$ cat src/rtl/act_pkg.sv
// rtl/act_pkg.sv - shared widths and FSM encodings for the activation loop sequencer
package act_pkg;

   // Default counter widths and skip counts
   localparam int ROW_W_DEF     = 5;
   localparam int BLK_W_DEF     = 4;
   localparam int FRM_W_DEF     = 4;
   localparam int PAT_W_DEF     = 4;
   localparam int GRP_W_DEF     = 4;
   localparam int COL_SKIP_DEF  = 2;
   localparam int PSUM_SKIP_DEF = 2;

   // Sequencer FSM encoding
   typedef logic [1:0] act_state_t;
   localparam act_state_t ST_IDLE = 2'd0;
   localparam act_state_t ST_RUN  = 2'd1;
   localparam act_state_t ST_DONE = 2'd2;

endpackage

$ cat src/rtl/act_loop_cnt.sv
// rtl/act_loop_cnt.sv - width-parametrised wrap counter for one loop level
import act_pkg::*;

module act_loop_cnt #(
   parameter int W = 4
) (
   input  logic         clk,
   input  logic         rst_n,
   input  logic         en,
   input  logic         clear,
   input  logic [W-1:0] max,
   output logic [W-1:0] cnt,
   output logic         wrap
);

   // wrap flags that the count sits at its terminal value; the next enable returns it to 0
   assign wrap = (cnt == max);

   // Count up on enable, wrapping at max; clear has priority over counting
   always_ff @(posedge clk) begin
      if (!rst_n || clear) begin
         cnt <= '0;
      end else if (en) begin
         cnt <= wrap ? '0 : cnt + W'(1);
      end
   end

endmodule

$ cat src/rtl/act_loop_ctrl.sv
// rtl/act_loop_ctrl.sv - activation-fetch loop sequencer with start/abort/done FSM
import act_pkg::*;

module act_loop_ctrl #(
   parameter int ROW_W     = ROW_W_DEF,
   parameter int BLK_W     = BLK_W_DEF,
   parameter int FRM_W     = FRM_W_DEF,
   parameter int PAT_W     = PAT_W_DEF,
   parameter int GRP_W     = GRP_W_DEF,
   parameter int COL_SKIP  = COL_SKIP_DEF,
   parameter int PSUM_SKIP = PSUM_SKIP_DEF
) (
   input  logic             clk,
   input  logic             rst_n,
   input  logic             start,
   input  logic             abort,
   input  logic [ROW_W-1:0] cfg_len_row,
   input  logic [BLK_W-1:0] cfg_num_blk,
   input  logic [FRM_W-1:0] cfg_num_frm,
   input  logic [PAT_W-1:0] cfg_num_pat,
   input  logic [GRP_W-1:0] cfg_num_grp,
   input  logic             cfg_pat_inner,
   output logic             fetch_vld,
   input  logic             fetch_rdy,
   output logic             frt_act_row,
   output logic             lst_act_row,
   output logic             lst_act_blk,
   output logic             frt_blk,
   output logic             val_col,
   output logic             val_psum,
   output logic             even_frm,
   output logic             pool_en,
   output logic [PAT_W-1:0] cnt_pat,
   output logic [GRP_W-1:0] cnt_grp,
   output logic             nxt_pat,
   output logic             nxt_grp,
   output logic             rst_ifm,
   output logic             rst_ftr,
   output logic             busy,
   output logic             done
);

   act_state_t       state;
   logic [ROW_W-1:0] len_row_q;
   logic [BLK_W-1:0] num_blk_q;
   logic [FRM_W-1:0] num_frm_q;
   logic [PAT_W-1:0] num_pat_q;
   logic [GRP_W-1:0] num_grp_q;
   logic             pat_inner_q;

   logic [ROW_W-1:0] cnt_act, cnt_row;
   logic [BLK_W-1:0] cnt_blk;
   logic [FRM_W-1:0] cnt_frm;
   logic             act_at, row_at, blk_at, frm_at, pat_at, grp_at;

   logic run, beat, start_acc, cnt_clear;
   logic row_en, blk_en, frm_en, step, pat_en, grp_en, layer_end;
   logic pat_inc, grp_inc;

   assign run       = (state == ST_RUN);
   assign fetch_vld = run;
   assign busy      = run;
   assign beat      = run & fetch_rdy;
   assign start_acc = start & ~abort & ((state == ST_IDLE) | (state == ST_DONE));
   assign cnt_clear = abort | ~run;

   // Loop nest enables: each level advances when every inner level is at its maximum
   assign row_en    = beat & act_at;
   assign blk_en    = row_en & row_at;
   assign frm_en    = blk_en & blk_at;
   assign step      = frm_en & frm_at;
   assign pat_en    = step & (pat_inner_q | grp_at);
   assign grp_en    = step & (~pat_inner_q | pat_at);
   assign layer_end = step & pat_at & grp_at;

   // A wrap to 0 is announced by the outer loop's pulse, so only increments pulse here;
   // on the final beat both counters are at max, so neither pulses
   assign pat_inc   = pat_en & ~pat_at;
   assign grp_inc   = grp_en & ~grp_at;

   act_loop_cnt #(.W(ROW_W)) u_act (.clk(clk), .rst_n(rst_n), .en(beat),   .clear(cnt_clear), .max(len_row_q), .cnt(cnt_act), .wrap(act_at));
   act_loop_cnt #(.W(ROW_W)) u_row (.clk(clk), .rst_n(rst_n), .en(row_en), .clear(cnt_clear), .max(len_row_q), .cnt(cnt_row), .wrap(row_at));
   act_loop_cnt #(.W(BLK_W)) u_blk (.clk(clk), .rst_n(rst_n), .en(blk_en), .clear(cnt_clear), .max(num_blk_q), .cnt(cnt_blk), .wrap(blk_at));
   act_loop_cnt #(.W(FRM_W)) u_frm (.clk(clk), .rst_n(rst_n), .en(frm_en), .clear(cnt_clear), .max(num_frm_q), .cnt(cnt_frm), .wrap(frm_at));
   act_loop_cnt #(.W(PAT_W)) u_pat (.clk(clk), .rst_n(rst_n), .en(pat_en), .clear(cnt_clear), .max(num_pat_q), .cnt(cnt_pat), .wrap(pat_at));
   act_loop_cnt #(.W(GRP_W)) u_grp (.clk(clk), .rst_n(rst_n), .en(grp_en), .clear(cnt_clear), .max(num_grp_q), .cnt(cnt_grp), .wrap(grp_at));

   // Position and qualifier flags describe the act offered this cycle
   assign frt_act_row = run & (cnt_act == '0);
   assign lst_act_row = run & act_at;
   assign lst_act_blk = run & act_at & row_at;
   assign frt_blk     = run & (cnt_blk == '0);
   assign val_col     = run & (cnt_act >= ROW_W'(COL_SKIP));
   assign val_psum    = run & (cnt_row >= ROW_W'(PSUM_SKIP));
   assign even_frm    = run & ~cnt_frm[0];
   assign pool_en     = run & (cnt_blk != '0) & (cnt_frm != '0) & (cnt_act == '0) & (cnt_row == '0);

   // FSM: abort wins over everything, start only accepted from IDLE or DONE
   always_ff @(posedge clk) begin
      if (!rst_n) begin
         state <= ST_IDLE;
      end else if (abort) begin
         state <= ST_IDLE;
      end else begin
         case (state)
            ST_IDLE: if (start) state <= ST_RUN;
            ST_RUN:  if (layer_end) state <= ST_DONE;
            ST_DONE: state <= start ? ST_RUN : ST_IDLE;
            default: state <= ST_IDLE;
         endcase
      end
   end

   // Shadow configuration captured on an accepted start so mid-run edits are invisible
   always_ff @(posedge clk) begin
      if (!rst_n) begin
         len_row_q   <= '0;
         num_blk_q   <= '0;
         num_frm_q   <= '0;
         num_pat_q   <= '0;
         num_grp_q   <= '0;
         pat_inner_q <= 1'b0;
      end else if (start_acc) begin
         len_row_q   <= cfg_len_row;
         num_blk_q   <= cfg_num_blk;
         num_frm_q   <= cfg_num_frm;
         num_pat_q   <= cfg_num_pat;
         num_grp_q   <= cfg_num_grp;
         pat_inner_q <= cfg_pat_inner;
      end
   end

   // Registered one-cycle pulses following the step-ending beat
   always_ff @(posedge clk) begin
      if (!rst_n) begin
         nxt_pat <= 1'b0;
         nxt_grp <= 1'b0;
         rst_ifm <= 1'b0;
         rst_ftr <= 1'b0;
         done    <= 1'b0;
      end else begin
         nxt_pat <= pat_inc & ~abort;
         nxt_grp <= grp_inc & ~abort;
         rst_ifm <= grp_inc & ~abort & pat_inner_q;
         rst_ftr <= pat_inc & ~abort & ~pat_inner_q;
         done    <= layer_end & ~abort;
      end
   end

endmodule

$ cat config.mk
export PLATFORM = sky130hd
export DESIGN_NAME = act_loop_ctrl
export DESIGN_NICKNAME = d
export VERILOG_FILES = /design/src/rtl/act_pkg.sv /design/src/rtl/act_loop_cnt.sv /design/src/rtl/act_loop_ctrl.sv
export SDC_FILE = /design/constraint.sdc
export NUM_CORES = 1
export LEC_CHECK = 0
export ABC_AREA = 1
export CAP_MARGIN = 20
export CORE_MARGIN = 2
export CORE_UTILIZATION = 53
export DETAILED_ROUTE_END_ITERATION = 8
export PLACE_DENSITY = 0.91
export REMOVE_ABC_BUFFERS = 1
export SYNTH_ARGS = -nofsm -noshare
export SYNTH_HDL_FRONTEND = slang
export SYNTH_SLANG_ARGS = --single-unit
export TNS_END_PERCENT = 10
$ cat constraint.sdc
create_clock -name clk -period 2.1 [get_ports clk]
set_input_delay 0.42 -clock clk [delete_from_list [all_inputs] [get_ports clk]]
set_output_delay 0.42 -clock clk [all_outputs]
set_load 0.1 [all_outputs]
Word-level counts from Yosys, hierarchy flattened
Cells that the tools add are included.

Flip-flop bits (word level): 55. Input bits: 27. Output and inout bits: 23.

Add/sub/neg operators: 6. Magnitude comparators: 2. Equality and inequality tests: 10. Multiplexer cells: 10. Bitwise operators: 40. Reduce and logical (&&, ||, !) cells: 10.

Operators with widths (count): bitwise AND 1 bit (29); adder 4 x 1 -> 4 bit, second input constant (4); equality test 4 bit (4); 2-to-1 mux 4 bit (4); adder 5 x 1 -> 5 bit, second input constant (2); equality test 5 bit (2); >= comparator 5 x 2 -> 1 bit, second input constant (2); zero test 5 bit (2); 2-to-1 mux 5 bit (2); nonzero test 4 bit (2); inverter 1 bit (7); case mux 2 bit (3 select lines) (1); zero test 4 bit (1); 2-to-1 mux 2 bit (2); bitwise OR 1 bit (4); equality test 2 x 1 -> 1 bit, second input constant (1); equality test 2 bit, second input constant (1); zero test 2 bit (1); inequality test 2 x 1 -> 1 bit, second input constant (1); inequality test 2 bit, second input constant (1); AND reduction 2 bit (1); OR reduction 2 bit (1); zero test 1 bit (1); logical OR 1 bit (1); 2-to-1 mux 1 bit (1).

Depth between registers and ports, before layout
Gate-level depths: netlist of the first run.

Word-level depth: 10. Gate-level depth with buffers: 12. Gate-level depth less buffers: 12.

Cells and area by module
From an unflattened synthesis of the first run, not the netlist that was laid out.

Cell total of the unflattened synthesis: 424. Area total of the unflattened synthesis: 2934.1 um^2.

Modules (own cells, without submodules): act_loop_ctrl (times used 1, cells each 158, area an instance 1239.9 um^2, sequential area each 580.6 um^2); act_loop_cnt (u_blk ...) (times used 4, cells each 43, area an instance 265.3 um^2, sequential area each 80.1 um^2); act_loop_cnt (u_act ...) (times used 2, cells each 47, area an instance 316.6 um^2, sequential area each 100.1 um^2).

Worst setup path after synthesis of the first run
Ideal clock, no wire load.

Path type: register to output. Start point: register state[0]. End point: output port pool_en. Arrival: 5708 ps. Slack: -4028 ps. Stages on the path, launching flop included: 6. Cell sequence: dfxtp_1 -> nand2_2 -> inv_1 -> nand2_1 -> nor2_1 -> nor4b_1.

Word-level cells in the longest chain between the ends: 5.

Ends and longest elaborated chain: start: declaration (RTL line act_loop_ctrl.sv:43) `act_state_t state;`; start signal: assignment (RTL line act_loop_ctrl.sv:108) `ST_DONE: state <= start ? ST_RUN : ST_IDLE;`; equality test 2 x 1 -> 1 bit (RTL line act_loop_ctrl.sv:60) `assign run = (state == ST_RUN);`; net busy (RTL line act_loop_ctrl.sv:39) `output logic busy,`; bitwise AND 1 bit (4 in series) (RTL line act_loop_ctrl.sv:96) `assign pool_en = run & (cnt_blk != '0) & (cnt_frm != '0) & (cnt_act == '0) & (cnt_row == '0);`; end: declaration (RTL line act_loop_ctrl.sv:32) `output logic pool_en,`.

The timed path passes the listed nets, and every way through them passes these cells.

Worst setup path after layout of the first run
Start point: register u_blk.cnt[1]. End point: output port pool_en.

Word-level cells in the longest chain between the ends: 5.

Ends and longest elaborated chain: start: declaration (RTL line act_loop_cnt.sv:12) `output logic [W-1:0] cnt,`; start signal: assignment (RTL line act_loop_cnt.sv:24) `cnt <= wrap ? '0 : cnt + W'(1);`; nonzero test 4 bit (RTL line act_loop_ctrl.sv:96); bitwise AND 1 bit (4 in series) (RTL line act_loop_ctrl.sv:96).

No other way between the ends.

==> results.toml, run 1 <==
[run_status]
status = "complete, no violations"

[worst_setup_path]
crit_family = "simple AND/OR/NAND/NOR gates"
critPathLaunch = "u_blk.cnt[1]$_SDFFE_PP0N_"
cp.buffers_inverters = 3
cp.required_ns = 1.68
cp_cell_sequence = "inv_4, ha_4, nand3_4, nand2_4, nor4b_4, buf_4, buf_12"
r2r-start = "u_act.cnt[4]$_SDFFE_PP0N_"
critPathSlowestCell = "dfxtp_4"
cpPeakStageDelay_ns = 0.39
critical_path_arrival_ns = 1.64
end_kind = "primary output"
start_kind = "flip-flop"
regToRegSetupSlack_ns = 0.35
critPathKind = "flip-flop to primary output"
cp_max_fo = 4

[cells_and_area]
area_delta_synth_final_pct = 36.3
drive_above_1_share_pct = 24.4
final_area_um2 = 3940
fin_nets = 501
antenna_cells = 0
stdcell_count = 533
n_fill_cell = 346

[synth]
yosys-top-cells-count = "nand2_1 (71), nor2_1 (57), dfxtp_1 (55)"
synthDistinctLibCells = 32
synth_cells = 394
synth.area.mux_share_pct = 0
synth_top_cells_by_area = "dfxtp_1 (38%), nand2_1 (9.2%), nor2_1 (7.4%)"
synth_seq_area_share_pct = 38.1
synth-seq-cells = 55
syn_area_per_cell_um2 = 7.33
synthArstFlopShare_pct = 0
synth_top_family_by_area = "simple AND/OR/NAND/NOR gates"
synth_adder_area_share_pct = 5.20
synth_compound_area_share_pct = 10.3
syn_area_um2 = 2890
yosysTopAreaCellShare_pct = 38.1
ys.flop_type = "dfxtp_1"
ys_warn_count = 0
yosysMostFrequentCell = "nand2_1"
synth_top_area_cell = "dfxtp_1"
synth_edf_count = 0
synthSimpleGateAreaFrac_pct = 31.3
synth-xor-area-share_pct = 6.63

[global_routing]
antenna_found_initial = 0
grt_max_degree = 24
gr-total-overflow = 0
grt_pass1_wl_um = 12400
grt_usage_pct = 25.1
grt_pass1_vias = 2800

[clock_network]
cts_tree = "done"
clkSlewWorstSetupHoldPaths_ns = 0.10
worstSkewPairLatency_ns = 0.32
cts-hold-fix-buffers = 0
cts_htree_levels = 2
cts_made_buffers = 5
clkSinkCount = 55
clockBufferDepth = 2
cts-root-buf = "clkbuf_8"

[die]
core_um2 = 5170
die_width_um = 77.8
ioPinCount = 50
dieArea_um2 = 6060
die_h_um = 77.8
rows = 26
start_util_pct = 55.9

[placement]
placed_cells = 517
dpl_cell_area_um2 = 3590
globalplace.congestion = 0.857
hpwl_um = 5270
io_buffers = 49

[power]
vdd_drop_max_mv = 0.345
power_mw = 2.26
power.density_nw_per_um2 = 573
p_leak_nw = 1.71

[routing]
wl_met1_um = 2920
num_vias = 2907
avgViaCountPerCell = 5.45
post-route-drc-count = 0
dr_wl_met3_um = 408
dr.max_layer_used = "met4"
first_pass_iters = 5
drtAntennaViolNets = 0
wirelength_um = 7680
drtIter0Drc = 188
route.met2.wl_um = 4120
wl_per_cell_um = 14.4

[sta]
slew_headroom_pct = 69.6
setup_viol_count_final = 0
fin_crit_sh_pct = 98.0
max_freq_mhz = 486
drv_slew = 0
finClkSkew_ns = 0.00977
worstMarginPinSlew_ns = 0.453
rsz0062_at_grt = "yes"
hold_slack_ns = 0.469
fin_tns_setup_ns = 0
finalHoldViolCount = 0
min_period_ns = 2.06

[run]
drv_cap = 0

[min_path]
hold_class = "flip-flop to flip-flop"
worstHoldStart = "pat_inner_q$_SDFFE_PN0P_"
[cell usage in the layout (no fill, tap or decap), types with 2 or more instances in the layout]
master,n
nand2_1,69
nor2_1,55
inv_1,39
dfxtp_1,39
buf_4,34
o21ai_0,29
clkdlybuf4s50_1,26
a21oi_1,25
nand4_1,18
xor2_1,16
inv_2,11
nor2_4,10
nand3_1,10
buf_12,10
ha_1,9
dfxtp_2,9
dfxtp_4,7
clkbuf_8,6
nor3_1,5
xnor2_1,4
inv_4,3
nand2_2,3
nand3_4,3
nor3b_1,3
nor2_2,2
nand4_4,2
nand2_4,2
ha_2,2
[logic make-up (layout without fill, tap and decap cells)]
logic type | count (synthesis) | in the layout
compound gates | 58 | 58
flops | 55 | 55
xor+xnor | 21 | 21
fa+ha+maj | 12 | 12
simple gates | 186 | 186
buf+inv | 62 | 131
[per-layer routing]
layer,global-route usage (%),up-vias
met5,0,-
met4,9.11,0
met3,4.77,26
li1,-,1401
met2,46.0,118
met1,28.8,1362
[worst reg2reg max path, stage by stage, from the launching register on]
cell and delay [ns]:
dfxtp_1 0.37, xnor2_2 0.26, buf_4 0.18, inv_2 0.06, nor2_4 0.11, nand3_4 0.11, nor2_4 0.28, nand4_1 0.15
a21oi_1 0.16
[final timing paths]
path,cells past startpoint,to
hold / removal,1,rst_ftr$_SDFF_PN0_
setup reg to reg,8,u_pat.cnt[0]$_SDFFE_PP0P_
setup / recovery,7,pool_en
hold reg to reg,1,rst_ftr$_SDFF_PN0_
[where the power goes]
group	total [mW]	switching, mW	internal, mW	leakage (nW)
clock network	0.738	0.352	0.386	0.0612
registers	1.09	0.0245	1.07	0.457
logic	0.428	0.265	0.163	1.19
total	2.26	0.642	1.62	1.71
[per-stage QoR]
step	setup slack [ns]	utilization (%)
global route	-0.0599	76.1
CTS	-0.0502	72.7
detailed placement	-0.0228	69.3
floorplan	-4.60	-
finish	0.0425	76.1
global placement	0.102	69.3
[state kept, by name (all words and copies together) (netlist names), 2 cells and up]
signal,flops
u_frm.cnt,4
num_frm_q,4
state,2
u_act.cnt,5
u_row.cnt,5
len_row_q,5
num_pat_q,4
num_grp_q,4
u_grp.cnt,4
u_pat.cnt,4
num_blk_q,4
u_blk.cnt,4
[timing repair]
| action | in CTS | in global routing |
|---|---|---|
| pin swaps | 1 | 7 |
| buffers inserted | 1 | 7 |
| setup endpoints to repair | 4 | 4 |
| resized for setup | 14 | 41 |
[cell type report]
cell class | instances | area (um^2) | area share, %
well taps | 70 | 87.6 | 2.22
clock inverters | 2 | 35.0 | 0.890
clock buffers | 6 | 82.6 | 2.10
repair buffers | 70 | 716 | 18.2
inverters | 53 | 206 | 5.24
flip-flops and latches | 55 | 1140 | 28.9
multi-input cells | 277 | 1670 | 42.5
Power figures use the tool's default switching activity.
==> run 2: changes to the inputs <==
==> constraint.sdc (replaced) <==
create_clock -name clk -period 2.1 [get_ports clk]
set_input_delay 0.63 -clock clk [delete_from_list [all_inputs] [get_ports clk]]
set_output_delay 0.63 -clock clk [all_outputs]
set_load 0.1 [all_outputs]
==> run 2 against run 1 <==
Effect of this change:
- the run now ends with negative setup slack left
- die area unchanged
- sequential cell count unchanged
- first-iteration DRC count up 48%
- sequential power about the same
- largest power group unchanged
- critical endpoint unchanged
- clock-buffer cell count unchanged
- fmax down 8.2%
- routed wire length up 15%
- utilization up 4.4 points
- non-clock buffer count up 19
- clock power down 7.0%
==> results.toml, run 2 (synthesis gave the netlist of run 1 again) <==
[global_routing]
grt_max_degree = 24
antenna_found_initial = 0
gr-total-overflow = 0
grt_pass1_wl_um = 14500
grt_pass1_vias = 3194
grt_usage_pct = 29.8

[clock_network]
cts-hold-fix-buffers = 0
clockBufferDepth = 2
clkSinkCount = 55
worstSkewPairLatency_ns = 0.31
cts_tree = "done"
cts-root-buf = "clkbuf_8"
clkSlewWorstSetupHoldPaths_ns = 0.09
cts_htree_levels = 2
cts_made_buffers = 5

[sta]
setup_ws_ns = -0.140
finClkSkew_ns = 0.00641
fin_tns_setup_ns = -0.441
min_period_ns = 2.24
max_freq_mhz = 446
setup_viol_count_final = 5
finalHoldViolCount = 0
fin_crit_sh_pct = 107
drv_slew = 0
hold_slack_ns = 0.475
rsz0062_at_grt = "yes"
slew_headroom_pct = 68.9
worstMarginPinSlew_ns = 0.462

[die]
rows = 26
dieArea_um2 = 6060
die_width_um = 77.8
die_h_um = 77.8
ioPinCount = 50
start_util_pct = 55.9
core_um2 = 5170

[placement]
pre_cts_slack_ns = -0.142
dpl_cell_area_um2 = 3790
hpwl_um = 5660
globalplace.congestion = 0.883
io_buffers = 49

[routing]
first_pass_iters = 7
post-route-drc-count = 0
avgViaCountPerCell = 5.71
wirelength_um = 8860
drtAntennaViolNets = 0
wl_per_cell_um = 16.1
num_vias = 3148
drtIter0Drc = 279

[worst_setup_path]
critical_path_arrival_ns = 1.61
cp_num_cells = 7
start_kind = "flip-flop"
cp_max_fo = 3
regToRegSetupSlack_ns = 0.13
critPathKind = "flip-flop to primary output"
crit_family = "simple AND/OR/NAND/NOR gates"
reg2reg_to = "state[0]$_SDFFE_PP0P_"
end_kind = "primary output"
cp.buffers_inverters = 3
rr_worst_depth = 12
cp.required_ns = 1.47
cp_cell_sequence = "inv_2, ha_4, nand3_2, nand2_2, nor4b_4, buf_4, buf_12"
critPathSlowestCell = "dfxtp_2"
cpPeakStageDelay_ns = 0.35
r2r-start = "u_row.cnt[3]$_SDFFE_PP0N_"

[run_status]
status = "finished, violations left"
violations = "negative setup slack"

[min_path]
worstHoldStart = "num_frm_q[2]$_SDFFE_PN0P_"
hold_end = "num_frm_q[2]$_SDFFE_PN0P_"
hold_path_depth = 2
hold_class = "flip-flop to flip-flop"

[run]
drv_cap = 0

[cells_and_area]
n_fill_cell = 304
final_area_um2 = 4170
multiInputGateArea_um2 = 1680
final_common_cell = "nand2_1"
seqCellArea_um2 = 1130
antenna_cells = 0
layout_common_cells = "nand2_1 (67), nor2_1 (54), buf_4 (44)"
largestRegisters = "len_row_q: 5 flops, u_act.cnt: 5 flops, u_row.cnt: 5 flops"
drive_above_1_share_pct = 28.7
area_delta_synth_final_pct = 44.2
fin_nets = 520

[power]
power.density_nw_per_um2 = 540
vdd_drop_max_mv = 0.370
p_leak_nw = 1.80
-- run 2: cell types whose count changed in the layout (fill, tap and decap cells not counted), sizes merged --
cell / change
buf: +19
clkinv: -1
-- run 2: power breakdown --
part / internal (mW) / leakage, nW / switching [mW] / total (mW)
clock network: 0.350 / 0.0513 / 0.336 / 0.686
registers: 1.07 / 0.456 / 0.0245 / 1.10
logic: 0.185 / 1.29 / 0.283 / 0.468
-- run 2: what timing repair did --
item	in CTS	in global routing
gates resized for setup	42	16
pin swaps	10	3
gates cloned	0	0
buffers inserted	12	1
setup endpoints to repair	6	6
-- run 2: area by class of cell --
class | count | area share (%)
timing repair buffer | 89 | 23.1
clock buffer | 6 | 1.74
sequential | 55 | 27.2
clock inverter | 1 | 0.721
inverter | 53 | 4.84
multi-input combinational | 277 | 40.3
tap | 70 | 2.10
-- run 2: per-layer routing --
metal / up-vias / GRT usage, % / part of all wire [%] / routed length [um]
li1: 1435 / - / - / -
met2: 194 / 55.0 / 52 / 4570
met1: 1458 / 30.5 / 35 / 3090
met4: 0 / 17.1 / 5.9 / 525
met3: 61 / 6.74 / 7.5 / 668
met5: - / 0 / 0 / 0
-- run 2: worst max path at each step --
| stage | from | endpoint |
|---|---|---|
| final | u_blk.cnt[1]$_SDFFE_PP0N_ | pool_en |
| after CTS | u_frm.cnt[1]$_SDFFE_PP0N_ | pool_en |
| after detailed placement | fetch_rdy | state[0]$_SDFFE_PP0P_ |
| after floorplan | state[0]$_SDFFE_PP0P_ | pool_en |
| after global placement | fetch_rdy | state[0]$_SDFFE_PP0P_ |
| after global routing | u_act.cnt[1]$_SDFFE_PP0N_ | lst_act_blk |
-- run 2: stage by stage --
stage / power, mW / cells / utilization, %
floorplan: 1.36 / 385 / -
global placement: 1.52 / 531 / 73.3
detailed placement: 1.54 / 531 / 73.3
CTS: 2.22 / 550 / 79.4
global route: 2.33 / 551 / 80.5
finish: 2.25 / 551 / 80.5
-- run 2: worst reg2reg max path: cells and delay by family, from the launching register on --
| kind | cells | cell delay, ns |
|---|---|---|
| and+or+nand+nor | 9 | 1.05 |
| DFF | 1 | 0.36 |
| buffers and inverters | 3 | 0.46 |
